--- src/rtl/sbox_feed_pkg.sv ---
// Shared types and constants for the masked S-box input feeder.
// Optional randomness refresh is enabled by SBOX_FEED_REFRESH_EN.
package sbox_feed_pkg;

   typedef enum logic {
      IDLE = 1'b0,
      SEND = 1'b1
   } state_t;

   localparam int NSHARE = 3;
   localparam logic [7:0] MAP_ZERO = 8'h00;

   localparam logic [31:0] TV_ONE     = 32'h0000_0001;
   localparam logic [7:0]  TV_S0      = 8'h5A;
   localparam logic [7:0]  TV_S1      = 8'h5B;
   localparam logic [7:0]  TV_S2      = 8'h00;
   localparam logic [7:0]  TV_MAP_ONE = 8'hFF;

endpackage

--- src/rtl/sbox_feed_seq_affine_input.sv ---
// Input linear map of the S-box: bit i of y is the XOR of a[i:0].
// The map is linear over GF(2), so it applies share-wise.
module affine_input
   import sbox_feed_pkg::*;
(
   input  logic [7:0] a,
   output logic [7:0] y
);

   logic [7:0] acc;
   logic       p;

   always_comb begin
      acc = '0;
      p   = 1'b0;
      for (int i = 0; i < 8; i++) begin
         p      = p ^ a[i];
         acc[i] = p;
      end
   end

   // constant term is zero, so masking needs no per-share correction
   assign y = acc ^ MAP_ZERO;

endmodule

--- src/rtl/sbox_feed_seq.sv ---
// Serialises a 3-share word into mapped bytes for the S-box pipeline.
// Define SBOX_FEED_REFRESH_EN to add per-byte mask refresh from rnd.
module sbox_feed_seq
   import sbox_feed_pkg::*;
#(
   parameter  int NBYTE = 4,
   localparam int IW    = (NBYTE > 1) ? $clog2(NBYTE) : 1
) (
   input  logic               clk,
   input  logic               rst,
   input  logic               in_valid,
   output logic               in_ready,
   input  logic [8*NBYTE-1:0] in_s0,
   input  logic [8*NBYTE-1:0] in_s1,
   input  logic [8*NBYTE-1:0] in_s2,
`ifdef SBOX_FEED_REFRESH_EN
   input  logic [15:0]        rnd,
`endif
   input  logic               out_stall,
   output logic               out_valid,
   output logic [7:0]         out_s0,
   output logic [7:0]         out_s1,
   output logic [7:0]         out_s2,
   output logic [IW-1:0]      out_idx,
   output logic               out_last
);

   state_t             state;
   logic [8*NBYTE-1:0] w0, w1, w2;
   logic               take, adv;
   logic [IW-1:0]      nidx;
   logic [IW+2:0]      bsel;
   logic [8*NBYTE-1:0] src0, src1, src2;
   logic [7:0]         b0, b1, b2;
   logic [7:0]         m0, m1, m2;
   logic [7:0]         r0, r1, r2;

   assign in_ready = (state == IDLE)
                   | ((state == SEND) & out_last & ~out_stall);

   assign take = in_valid & in_ready;
   assign adv  = (state == SEND) & ~out_stall;
   assign nidx = take ? '0 : out_idx + IW'(1);
   assign bsel = {nidx, 3'b000};

   // byte 0 comes straight from the inputs on the capture edge
   assign src0 = take ? in_s0 : w0;
   assign src1 = take ? in_s1 : w1;
   assign src2 = take ? in_s2 : w2;

   assign b0 = src0[bsel +: 8];
   assign b1 = src1[bsel +: 8];
   assign b2 = src2[bsel +: 8];

   affine_input u_aff0 (.a(b0), .y(m0));
   affine_input u_aff1 (.a(b1), .y(m1));
   affine_input u_aff2 (.a(b2), .y(m2));

`ifdef SBOX_FEED_REFRESH_EN
   assign r0 = m0 ^ rnd[7:0] ^ rnd[15:8];
   assign r1 = m1 ^ rnd[7:0];
   assign r2 = m2 ^ rnd[15:8];
`else
   assign r0 = m0;
   assign r1 = m1;
   assign r2 = m2;
`endif

   always_ff @(posedge clk or posedge rst) begin
      if (rst) begin
         state     <= IDLE;
         out_idx   <= '0;
         out_valid <= 1'b0;
         out_last  <= 1'b0;
         out_s0    <= '0;
         out_s1    <= '0;
         out_s2    <= '0;
         w0        <= '0;
         w1        <= '0;
         w2        <= '0;
      end else begin
         if (take) begin
            w0 <= in_s0;
            w1 <= in_s1;
            w2 <= in_s2;
         end
         if (take | (adv & ~out_last)) begin
            state     <= SEND;
            out_idx   <= nidx;
            out_valid <= 1'b1;
            out_last  <= (nidx == IW'(NBYTE - 1));
            out_s0    <= r0;
            out_s1    <= r1;
            out_s2    <= r2;
         end else if (adv & out_last) begin
            state     <= IDLE;
            out_idx   <= '0;
            out_valid <= 1'b0;
            out_last  <= 1'b0;
         end
      end
   end

endmodule

--- config.mk ---
export PLATFORM = sky130hd
export DESIGN_NAME = sbox_feed_seq
export DESIGN_NICKNAME = d
export VERILOG_FILES = /design/src/rtl/sbox_feed_pkg.sv /design/src/rtl/sbox_feed_seq_affine_input.sv /design/src/rtl/sbox_feed_seq.sv
export SDC_FILE = /design/constraint.sdc
export NUM_CORES = 1
export LEC_CHECK = 0
export CAP_MARGIN = 25
export CORE_MARGIN = 10
export CORE_UTILIZATION = 30
export DETAILED_ROUTE_END_ITERATION = 10
export SLEW_MARGIN = 20
export SYNTH_ARGS = -nofsm -noshare
export SYNTH_HDL_FRONTEND = slang
export SYNTH_SLANG_ARGS = --single-unit
--- constraint.sdc ---
create_clock -name clk -period 8.48 [get_ports clk]
set_input_delay 0.848 -clock clk [delete_from_list [all_inputs] [get_ports clk]]
set_output_delay 0.848 -clock clk [all_outputs]
set_load 0.02 [all_outputs]
==> results of run 1 <==
flip-flops by register name, indices dropped and copies added (netlist names):
name      cells
state         1
w1           32
w0           32
out_last      1
out_s0        8
w2           32
out_s2        8
out_idx       2
out_s1        8
worst reg2reg max path: stages (launching register included):
cell and delay [ns]:
sky130_fd_sc_hd__dfrtp_1 0.48, sky130_fd_sc_hd__nor2b_1 0.33, sky130_fd_sc_hd__o21a_4 0.41, sky130_fd_sc_hd__buf_4 0.71, sky130_fd_sc_hd__mux2i_2 0.48, sky130_fd_sc_hd__xnor2_1 0.17
sky130_fd_sc_hd__xnor2_1 0.13, sky130_fd_sc_hd__o21ai_1 0.07
power breakdown:
part / leakage (nW) / internal [mW] / switching (mW)
sequential: 1.56 / 0.874 / 0.167
clock: 0.306 / 0.498 / 0.253
combinational: 1.97 / 0.937 / 0.917
total: 3.83 / 2.31 / 1.34
placed cells by master (no fill, tap or decap), types with 12 or more instances in the layout:
cell type / n
sky130_fd_sc_hd__mux2i_1: 15
sky130_fd_sc_hd__clkbuf_16: 17
sky130_fd_sc_hd__nand2_1: 312
sky130_fd_sc_hd__xor2_1: 21
sky130_fd_sc_hd__mux4_2: 22
sky130_fd_sc_hd__o21ai_0: 14
sky130_fd_sc_hd__o21ai_1: 12
sky130_fd_sc_hd__dfrtp_1: 122
sky130_fd_sc_hd__xnor2_1: 27
sky130_fd_sc_hd__clkdlybuf4s50_1: 128
cells in the mapped netlist, drive strengths merged, types with 3 or more instances:
| cell | number | area, µm² |
|---|---|---|
| a21oi | 6 | 30.0 |
| buf | 19 | 111 |
| mux4 | 24 | 548 |
| mux2i | 21 | 259 |
| dfrtp | 124 | 3100 |
| xor2 | 21 | 184 |
| xnor2 | 30 | 297 |
| o21ai | 27 | 139 |
| inv | 3 | 11.3 |
| mux2 | 3 | 33.8 |
| clkbuf | 18 | 67.6 |
| nor2 | 6 | 22.5 |
| nand2 | 312 | 1170 |
layer usage:
layer | track usage (%) | routed length (µm)
met3 | 3.82 | 705
met2 | 18.5 | 6990
met5 | 0 | 0
met1 | 16.5 | 7570
met4 | 3.35 | 157
layout make-up:
type / instances / area, µm²
clock buffer: 24 / 502
clock inverter: 7 / 110
fill: 1961 / 11500
inverter: 3 / 13.8
multi-input combinational: 457 / 2750
sequential: 124 / 3110
tap: 265 / 332
timing repair buffer: 134 / 1330
cell families (layout without fill, tap and decap cells):
kind of cell / count (synthesis) / in the layout / synth area share [%]
buffers and inverters: 40 / 168 / 3.16
AO/OA/AOI/OAI: 36 / 36 / 3.20
multiplexers: 48 / 48 / 14.0
XOR/XNOR: 51 / 51 / 7.97
AND/OR/NAND/NOR: 322 / 322 / 20.2
flip-flops: 124 / 124 / 51.5
metrics by stage:
| stage | power, mW | instances |
|---|---|---|
| detailed placement | 2.94 | 983 |
| floorplan | 2.49 | 621 |
| finish | 3.65 | 1014 |
| global route | 3.97 | 1014 |
| global placement | 2.91 | 983 |
| CTS | 3.71 | 1014 |
worst min path at each step:
| stage | start | end | cells after the start | slack (ns) |
|---|---|---|---|---|
| global placement | w1[16]$_DFF_PP0_ | w1[16]$_DFF_PP0_ | 2 | 0.45 |
| detailed placement | w2[20]$_DFF_PP0_ | w2[20]$_DFF_PP0_ | 2 | 0.46 |
| finish | w2[20]$_DFF_PP0_ | w2[20]$_DFF_PP0_ | 2 | 0.47 |
| global route | w2[12]$_DFF_PP0_ | w2[12]$_DFF_PP0_ | 2 | 0.49 |
| CTS | w2[20]$_DFF_PP0_ | w2[20]$_DFF_PP0_ | 2 | 0.47 |
| floorplan | w0[16]$_DFF_PP0_ | w0[16]$_DFF_PP0_ | 2 | 0.44 |
==> results.yml, run 1 <==
global_routing:
  overflow: 0
  number_of_global_route_vias_before_repair: 4814
  grt_first_pass_wirelength_um: 25600
  grt_start_max_net_pins: 79
  number_of_antenna_violations_at_the_first_check_in_global_routing: 0
  overall_global_routing_usage_pct: 12.2
sta:
  final.setup.tns_ns: 0
  report.final.slew_viol_count: 0
  timing.final.crit_share_pct: 40.4
  final.hold.worst_slack_ns: 0.466
  timing.max_slew.rel_slack_pct: 36.9
  fmax_ghz: 0.292
  layout_min_cycle_time_ns: 3.42
  finalHoldViolations: 0
  clock_skew_ns: 0.00647
  unrepaired_setup_endpoints_after_global_routing: "false"
  final-setup-viol-count: 0
  timing_worst_slew_pin_value_ns: 0.947
  setup_slack_ns: 5.06
routing:
  first_pass_iters: 4
  vias: 4428
  initialDrtViolationCount: 190
  wl_per_cell_um: 15.2
  detail_route.wirelength_um: 15400
  average_via_count_per_standard_cell: 4.37
  route.antenna.remaining_nets: 0
  drc_errors: 0
setup_path:
  critPathBufInv: 2
  crit_path_max_incr_delay_ns: 0.69
  endpoint_kind: "flop"
  crit_cells: 8
  rr_startpoint: "out_last$_DFFE_PP0P_"
  worstPathMaxFanout: 76
  critPathTopFamily: "buffers and inverters"
  worst_r2r_path_cells: 7
  data_required_time_at_the_worst_endpoint_ns: 8.76
  endpoint: "out_s2[6]$_DFFE_PP0P_"
  critPathLaunch: "out_stall"
  cpMostUsedCell: "sky130_fd_sc_hd__xnor2_1"
  critical_path.reg2reg.endpoint: "out_s2[6]$_DFFE_PP0P_"
  worstPathArrival_ns: 3.71
  critical_path.startpoint_type: "input port"
  timing.reg2reg.setup_slack_ns: 5.56
  critPathSlowestCell: "sky130_fd_sc_hd__buf_4"
  setup.worst_path.class: "in -> reg"
  ordered_cell_list_for_the_critical_path: "clkdlybuf4s50_1 -> nor2b_1 -> o21a_4 -> buf_4 -> mux2i_2 -> xnor2_1 -> xnor2_1 -> o21ai_1"
synthesis:
  synth_nets: 721
  dominantRegCellSynth: "sky130_fd_sc_hd__dfrtp_1"
  async_reset_ff_share_pct: 100
  synthesis.area_um2: 6030
  post_synth.cell_area_avg_um2: 9.71
  yosys_warnings: 0
  ys_types: 30
  number_of_enable_type_register_cells_in_the_synthesized_netlist: 0
  postSynthCellCount: 621
  seq_total_area_yosys_pct: 51.5
  synth_seq_cells: 124
layout:
  insertedDiodeCount: 0
  final_cell_area_um2: 8140
  postLayoutCoreUtil_pct: 41.5
  area_delta_synth_final_pct: 35.0
  finish.net_count: 837
  share_of_layout_cells_above_drive_strength_1_pct: 10.0
placement:
  buffer_ports.inserted: 128
  placed_cell_area_um2: 7530
  final_replace_weighted_congestion: 0.780
  hpwl_after_dpl_um: 10800
  worst_case_setup_slack_after_placement_ns: 4.62
floorplan:
  die-height_um: 162
  core_area_um2: 19600
  floorplan.initialDensity_pct: 30.8
  die_w_um: 162
  num_rows: 51
  i_o_pin_total: 129
  design.die.area_um2: 26200
clocking:
  tritoncts: "done"
  cts_sinks: 124
  clock_insertion_delay_worst_skew_ns: 0.41
  numCtsBuffers: 17
  root_buf_cell: "sky130_fd_sc_hd__clkbuf_16"
  cts_repair_resize_count: 0
  clockBufferDepth: 2
  h-tree-depth: 4
  postCtsSetupBuffers: 0
  cts_hold_buf: 0
  path_clk_slew_ns: 0.05
power_and_ir_drop:
  cellLeakagePower_nw: 3.83
  ir_drop_uv: 176
  power_density_nw_per_um2: 448
run_status:
  run_status: "finished, final reports clean"
min_path:
  worst_hold_path_type: "reg -> reg"
run:
  maxCapViolCount: 0
Power figures use the tool's default switching activity.
==> run 2: changes to the inputs <==
==> constraint.sdc (replaced) <==
create_clock -name clk -period 2.8 [get_ports clk]
set_input_delay 0.28 -clock clk [delete_from_list [all_inputs] [get_ports clk]]
set_output_delay 0.28 -clock clk [all_outputs]
set_load 0.02 [all_outputs]
==> results.yml, run 2 (synthesis results as in run 1) <==
run_status:
  run_status: "finished, final reports clean"
layout:
  area_delta_synth_final_pct: 38.4
  finish.net_count: 849
  leading_cell_types_in_the_layout_fill_and_taps_excluded: "312 x sky130_fd_sc_hd__nand2_1, 128 x sky130_fd_sc_hd__clkdlybuf4s50_1, 122 x sky130_fd_sc_hd__dfrtp_1"
  insertedDiodeCount: 0
  layout_top_registers: "w0 (32), w1 (32), w2 (32)"
  postLayoutCoreUtil_pct: 42.6
  share_of_layout_cells_above_drive_strength_1_pct: 11.2
  final_common_cell: "sky130_fd_sc_hd__nand2_1"
min_path:
  worst_hold_path_type: "in -> async"
run:
  maxCapViolCount: 0
floorplan:
  num_rows: 51
  die_w_um: 162
  floorplan.initialDensity_pct: 30.8
  die-height_um: 162
  design.die.area_um2: 26200
  core_area_um2: 19600
  i_o_pin_total: 129
sta:
  timing.final.crit_share_pct: 83.9
  report.final.slew_viol_count: 0
  final.setup.tns_ns: 0
  timing_worst_slew_pin_value_ns: 0.690
  fmax_ghz: 0.425
  unrepaired_setup_endpoints_after_global_routing: "false"
  finalHoldViolations: 0
  layout_min_cycle_time_ns: 2.35
  clock_skew_ns: 0.00776
  timing.max_slew.rel_slack_pct: 54.0
  final-setup-viol-count: 0
setup_path:
  cpMostUsedCell: "sky130_fd_sc_hd__xnor2_1"
  endpoint: "out_s0[7]$_DFFE_PP0P_"
  critical_path.reg2reg.endpoint: "out_s0[7]$_DFFE_PP0P_"
  worstPathMaxFanout: 20
  critPathTopFamily: "multiplexers"
  crit_path_max_incr_delay_ns: 0.64
  critical_path.startpoint_type: "flop"
  endpoint_kind: "flop"
  worst_r2r_path_cells: 7
  data_required_time_at_the_worst_endpoint_ns: 3.08
  timing.reg2reg.setup_slack_ns: 0.45
  crit_cells: 7
  critPathBufInv: 1
  rr_startpoint: "out_idx[0]$_DFFE_PP0P_"
  worstPathArrival_ns: 2.63
  critPathSlowestCell: "sky130_fd_sc_hd__mux4_1"
  critPathLaunch: "out_idx[0]$_DFFE_PP0P_"
  setup.worst_path.class: "reg -> reg"
  ordered_cell_list_for_the_critical_path: "buf_12 -> mux4_1 -> xnor2_2 -> xnor2_1 -> mux2i_4 -> xnor2_1 -> o21ai_1"
clocking:
  cts_repair_resize_count: 0
  postCtsSetupBuffers: 0
  h-tree-depth: 4
  tritoncts: "done"
  clock_insertion_delay_worst_skew_ns: 0.41
  numCtsBuffers: 17
  path_clk_slew_ns: 0.05
  cts_hold_buf: 0
  clockBufferDepth: 2
  root_buf_cell: "sky130_fd_sc_hd__clkbuf_16"
  cts_sinks: 124
power_and_ir_drop:
  power.combinational.fraction_pct: 51.3
  power_density_nw_per_um2: 1360
  cellLeakagePower_nw: 3.93
  fin_total_pwr_mw: 11.3
  share_clk_of_total_power_pct: 20.9
  switching_share_pct: 36.2
  net-switching-power_mw: 4.11
  internal-power_mw: 7.23
  share_seq_of_total_power_pct: 27.8
  ir_drop_uv: 454
routing:
  first_pass_iters: 4
  initialDrtViolationCount: 216
  route.antenna.remaining_nets: 0
  drc_errors: 0
  wl_per_cell_um: 15.5
  detail_route.wirelength_um: 15900
  vias: 4508
  average_via_count_per_standard_cell: 4.39
global_routing:
  overflow: 0
  number_of_antenna_violations_at_the_first_check_in_global_routing: 0
  overall_global_routing_usage_pct: 12.4
  grt_first_pass_wirelength_um: 25900
  grt_start_max_net_pins: 125
  number_of_global_route_vias_before_repair: 4841
placement:
  buffer_ports.inserted: 128
  hpwl_after_dpl_um: 11600
  final_replace_weighted_congestion: 0.760
[run 2: per-stage QoR]
| stage | cells | area, µm² | hold WS, ns | setup slack [ns] |
|---|---|---|---|---|
| detailed placement | 995 | 7700 | 0.458 | 0.398 |
| floorplan | 621 | 6030 | 0.385 | 0.530 |
| global route | 1027 | 8340 | 0.392 | 0.336 |
| global placement | 995 | 7700 | 0.453 | 0.418 |
| finish | 1027 | 8340 | 0.395 | 0.449 |
| CTS | 1027 | 8340 | 0.373 | 0.439 |
[run 2: area by class of cell]
cell class | count | area [µm²]
inverter | 3 | 15.0
sequential | 124 | 3110
fill | 1940 | 11200
clock inverter | 6 | 130
multi-input combinational | 457 | 2750
clock buffer | 26 | 509
tap | 265 | 332
timing repair buffer | 146 | 1500
[run 2: power by group through the flow]
| stage | Combinational, mW | Sequential, mW | Clock [mW] |
|---|---|---|---|
| after detailed placement | 5.91 | 3.19 | 0 |
| final | 5.82 | 3.16 | 2.37 |
| after floorplan | 4.34 | 3.21 | 0 |
| after global placement | 5.81 | 3.17 | 0 |
| after CTS | 5.92 | 3.17 | 2.43 |
| after global routing | 6.43 | 3.25 | 2.51 |
[run 2: worst min-delay path, cell delays in order]
cell,delay [ns]
sky130_fd_sc_hd__clkdlybuf4s50_1,0.44
sky130_fd_sc_hd__clkinvlp_4,0.10
sky130_fd_sc_hd__buf_12,0.45
[run 2: worst min-delay path by stage]
| stage | end | slack, ns | depth (start not counted) |
|---|---|---|---|
| 2_1_floorplan | w0[0]$_DFF_PP0_ | 0.39 | 2 |
| 3_3_place_gp | w1[6]$_DFF_PP0_ | 0.45 | 2 |
| 3_5_place_dp | w1[6]$_DFF_PP0_ | 0.46 | 2 |
| 4_1_cts | w0[26]$_DFF_PP0_ | 0.37 | 3 |
| 5_1_grt | w2[12]$_DFF_PP0_ | 0.39 | 3 |
| 6_report | w2[13]$_DFF_PP0_ | 0.40 | 3 |
[run 2: metal layers]
| layer | up-vias | routed length [µm] | GRT usage [%] |
|---|---|---|---|
| met3 | 12 | 913 | 4.22 |
| met1 | 2134 | 7680 | 16.5 |
| li1 | 2252 | - | - |
| met2 | 110 | 7220 | 18.7 |
| met4 | 0 | 134 | 3.35 |
| met5 | - | 0 | 0 |
==> run 3: changes to the inputs <==
==> constraint.sdc (replaced) <==
create_clock -name clk -period 2.02 [get_ports clk]
set_input_delay 0.202 -clock clk [delete_from_list [all_inputs] [get_ports clk]]
set_output_delay 0.202 -clock clk [all_outputs]
set_load 0.02 [all_outputs]
==> results.yml, run 3 (synthesis results as in run 1) <==
setup_path:
  critPathLaunch: "out_idx[0]$_DFFE_PP0P_"
  worstPathArrival_ns: 2.43
  rr_startpoint: "out_idx[0]$_DFFE_PP0P_"
  critPathSlowestCell: "sky130_fd_sc_hd__mux4_2"
  critPathTopFamily: "multiplexers"
  ordered_cell_list_for_the_critical_path: "buf_12 -> mux4_2 -> xnor2_4 -> xnor2_2 -> mux2i_4 -> xnor2_1 -> o21ai_1"
  data_required_time_at_the_worst_endpoint_ns: 2.32
  critPathBufInv: 1
  worstPathMaxFanout: 6
  setup.worst_path.class: "reg -> reg"
  critical_path.startpoint_type: "flop"
  endpoint_kind: "flop"
  crit_path_max_incr_delay_ns: 0.57
layout:
  final_common_cell: "sky130_fd_sc_hd__nand2_1"
  share_of_layout_cells_above_drive_strength_1_pct: 15.7
  insertedDiodeCount: 0
  finish.net_count: 878
  postLayoutCoreUtil_pct: 43.9
  layout_top_registers: "w0 (32), w1 (32), w2 (32)"
  area_delta_synth_final_pct: 42.5
  fin_cells: 1056
  final_cell_area_um2: 8590
  leading_cell_types_in_the_layout_fill_and_taps_excluded: "312 x sky130_fd_sc_hd__nand2_1, 127 x sky130_fd_sc_hd__clkdlybuf4s50_1, 122 x sky130_fd_sc_hd__dfrtp_1"
floorplan:
  i_o_pin_total: 129
  die-height_um: 162
  die_w_um: 162
  floorplan.initialDensity_pct: 30.8
  num_rows: 51
  core_area_um2: 19600
  design.die.area_um2: 26200
power_and_ir_drop:
  fin_total_pwr_mw: 16.5
  ir_drop_uv: 732
  power_density_nw_per_um2: 1920
  cellLeakagePower_nw: 4.06
placement:
  placed_cells: 1018
  hpwl_after_dpl_um: 12300
  buffer_ports.inserted: 128
  placed_cell_area_um2: 7900
  final_replace_weighted_congestion: 0.754
clocking:
  h-tree-depth: 4
  numCtsBuffers: 17
  clockBufferDepth: 2
  path_clk_slew_ns: 0.06
  clock_insertion_delay_worst_skew_ns: 0.42
  cts_sinks: 124
  root_buf_cell: "sky130_fd_sc_hd__clkbuf_16"
  tritoncts: "done"
  cts_hold_buf: 0
global_routing:
  number_of_global_route_vias_before_repair: 4920
  overall_global_routing_usage_pct: 12.7
  overflow: 0
  grt_first_pass_wirelength_um: 26500
  grt_start_max_net_pins: 72
  number_of_antenna_violations_at_the_first_check_in_global_routing: 0
routing:
  route.antenna.remaining_nets: 0
  first_pass_iters: 6
  vias: 4626
  detail_route.wirelength_um: 16400
  wl_per_cell_um: 15.6
  initialDrtViolationCount: 179
  average_via_count_per_standard_cell: 4.38
  drc_errors: 0
sta:
  unrepaired_setup_endpoints_after_global_routing: "true"
  final-setup-viol-count: 16
  clock_skew_ns: 0.00970
  layout_min_cycle_time_ns: 2.13
  timing_worst_slew_pin_value_ns: 0.385
  timing.max_slew.rel_slack_pct: 74.3
  timing.final.crit_share_pct: 105
  fmax_ghz: 0.470
  setup_slack_ns: -0.109
  final.hold.worst_slack_ns: 0.240
  report.final.slew_viol_count: 0
  finalHoldViolations: 0
run:
  maxCapViolCount: 0
run_status:
  failed_checks: "setup timing"
  run_status: "finished with violations"
min_path:
  worst_hold_path_type: "in -> async"
-- run 3: stage by stage --
step                setup TNS [ns]  worst slack (ns)
floorplan                   -0.691            -0.112
global placement            -0.469           -0.0605
detailed placement           -1.10            -0.100
CTS                          -1.13            -0.112
global route                 -3.32            -0.223
finish                       -1.11            -0.109
-- run 3: layout make-up --
class	count	area, µm²
fillers	1876	11000
clock inverters	9	110
clock buffers	23	498
inverters	3	15.0
repair buffers	175	1740
well taps	265	332
flip-flops and latches	124	3110
multi-input cells	457	2790
-- run 3: worst paths after layout --
kind / to / slack (ns) / cells after the start
worst max-delay path: out_s2[4]$_DFFE_PP0P_ / -0.11 / 7
worst min-delay path: out_s2[6]$_DFFE_PP0P_ / 0.24 / 3
worst max register to register: out_s2[4]$_DFFE_PP0P_ / -0.11 / 7
worst min register to register: w2[2]$_DFF_PP0_ / 0.47 / 2
max in group asynchronous: out_idx[0]$_DFFE_PP0P_ / 1.41 / 3
min in group clk: w0[27]$_DFF_PP0_ / 0.31 / 3
-- run 3: per-layer routing --
layer	global-route usage, %	part of all wire [%]
met3	4.35	5.5
met2	19.9	46
met5	0	0
met1	16.2	47
met4	4.22	1.6
-- run 3: worst register-to-register path: stages (launching register included) --
cell,delay [ns]
sky130_fd_sc_hd__dfrtp_2,0.47
sky130_fd_sc_hd__buf_12,0.15
sky130_fd_sc_hd__mux4_2,0.57
sky130_fd_sc_hd__xnor2_4,0.17
sky130_fd_sc_hd__xnor2_2,0.15
sky130_fd_sc_hd__mux2i_4,0.27
sky130_fd_sc_hd__xnor2_1,0.16
sky130_fd_sc_hd__o21ai_1,0.07
-- run 3: timing repair --
item,CTS,global route
setup buffers,3,3
endpoints found under the setup margin,14,20
resized for setup,0,8
pin swaps,2,5
endpoints found under the hold margin,0,0
-- run 3: power breakdown --
part | internal (mW) | switching [mW]
combinational | 4.83 | 4.23
clock | 1.98 | 1.11
sequential | 3.68 | 0.669
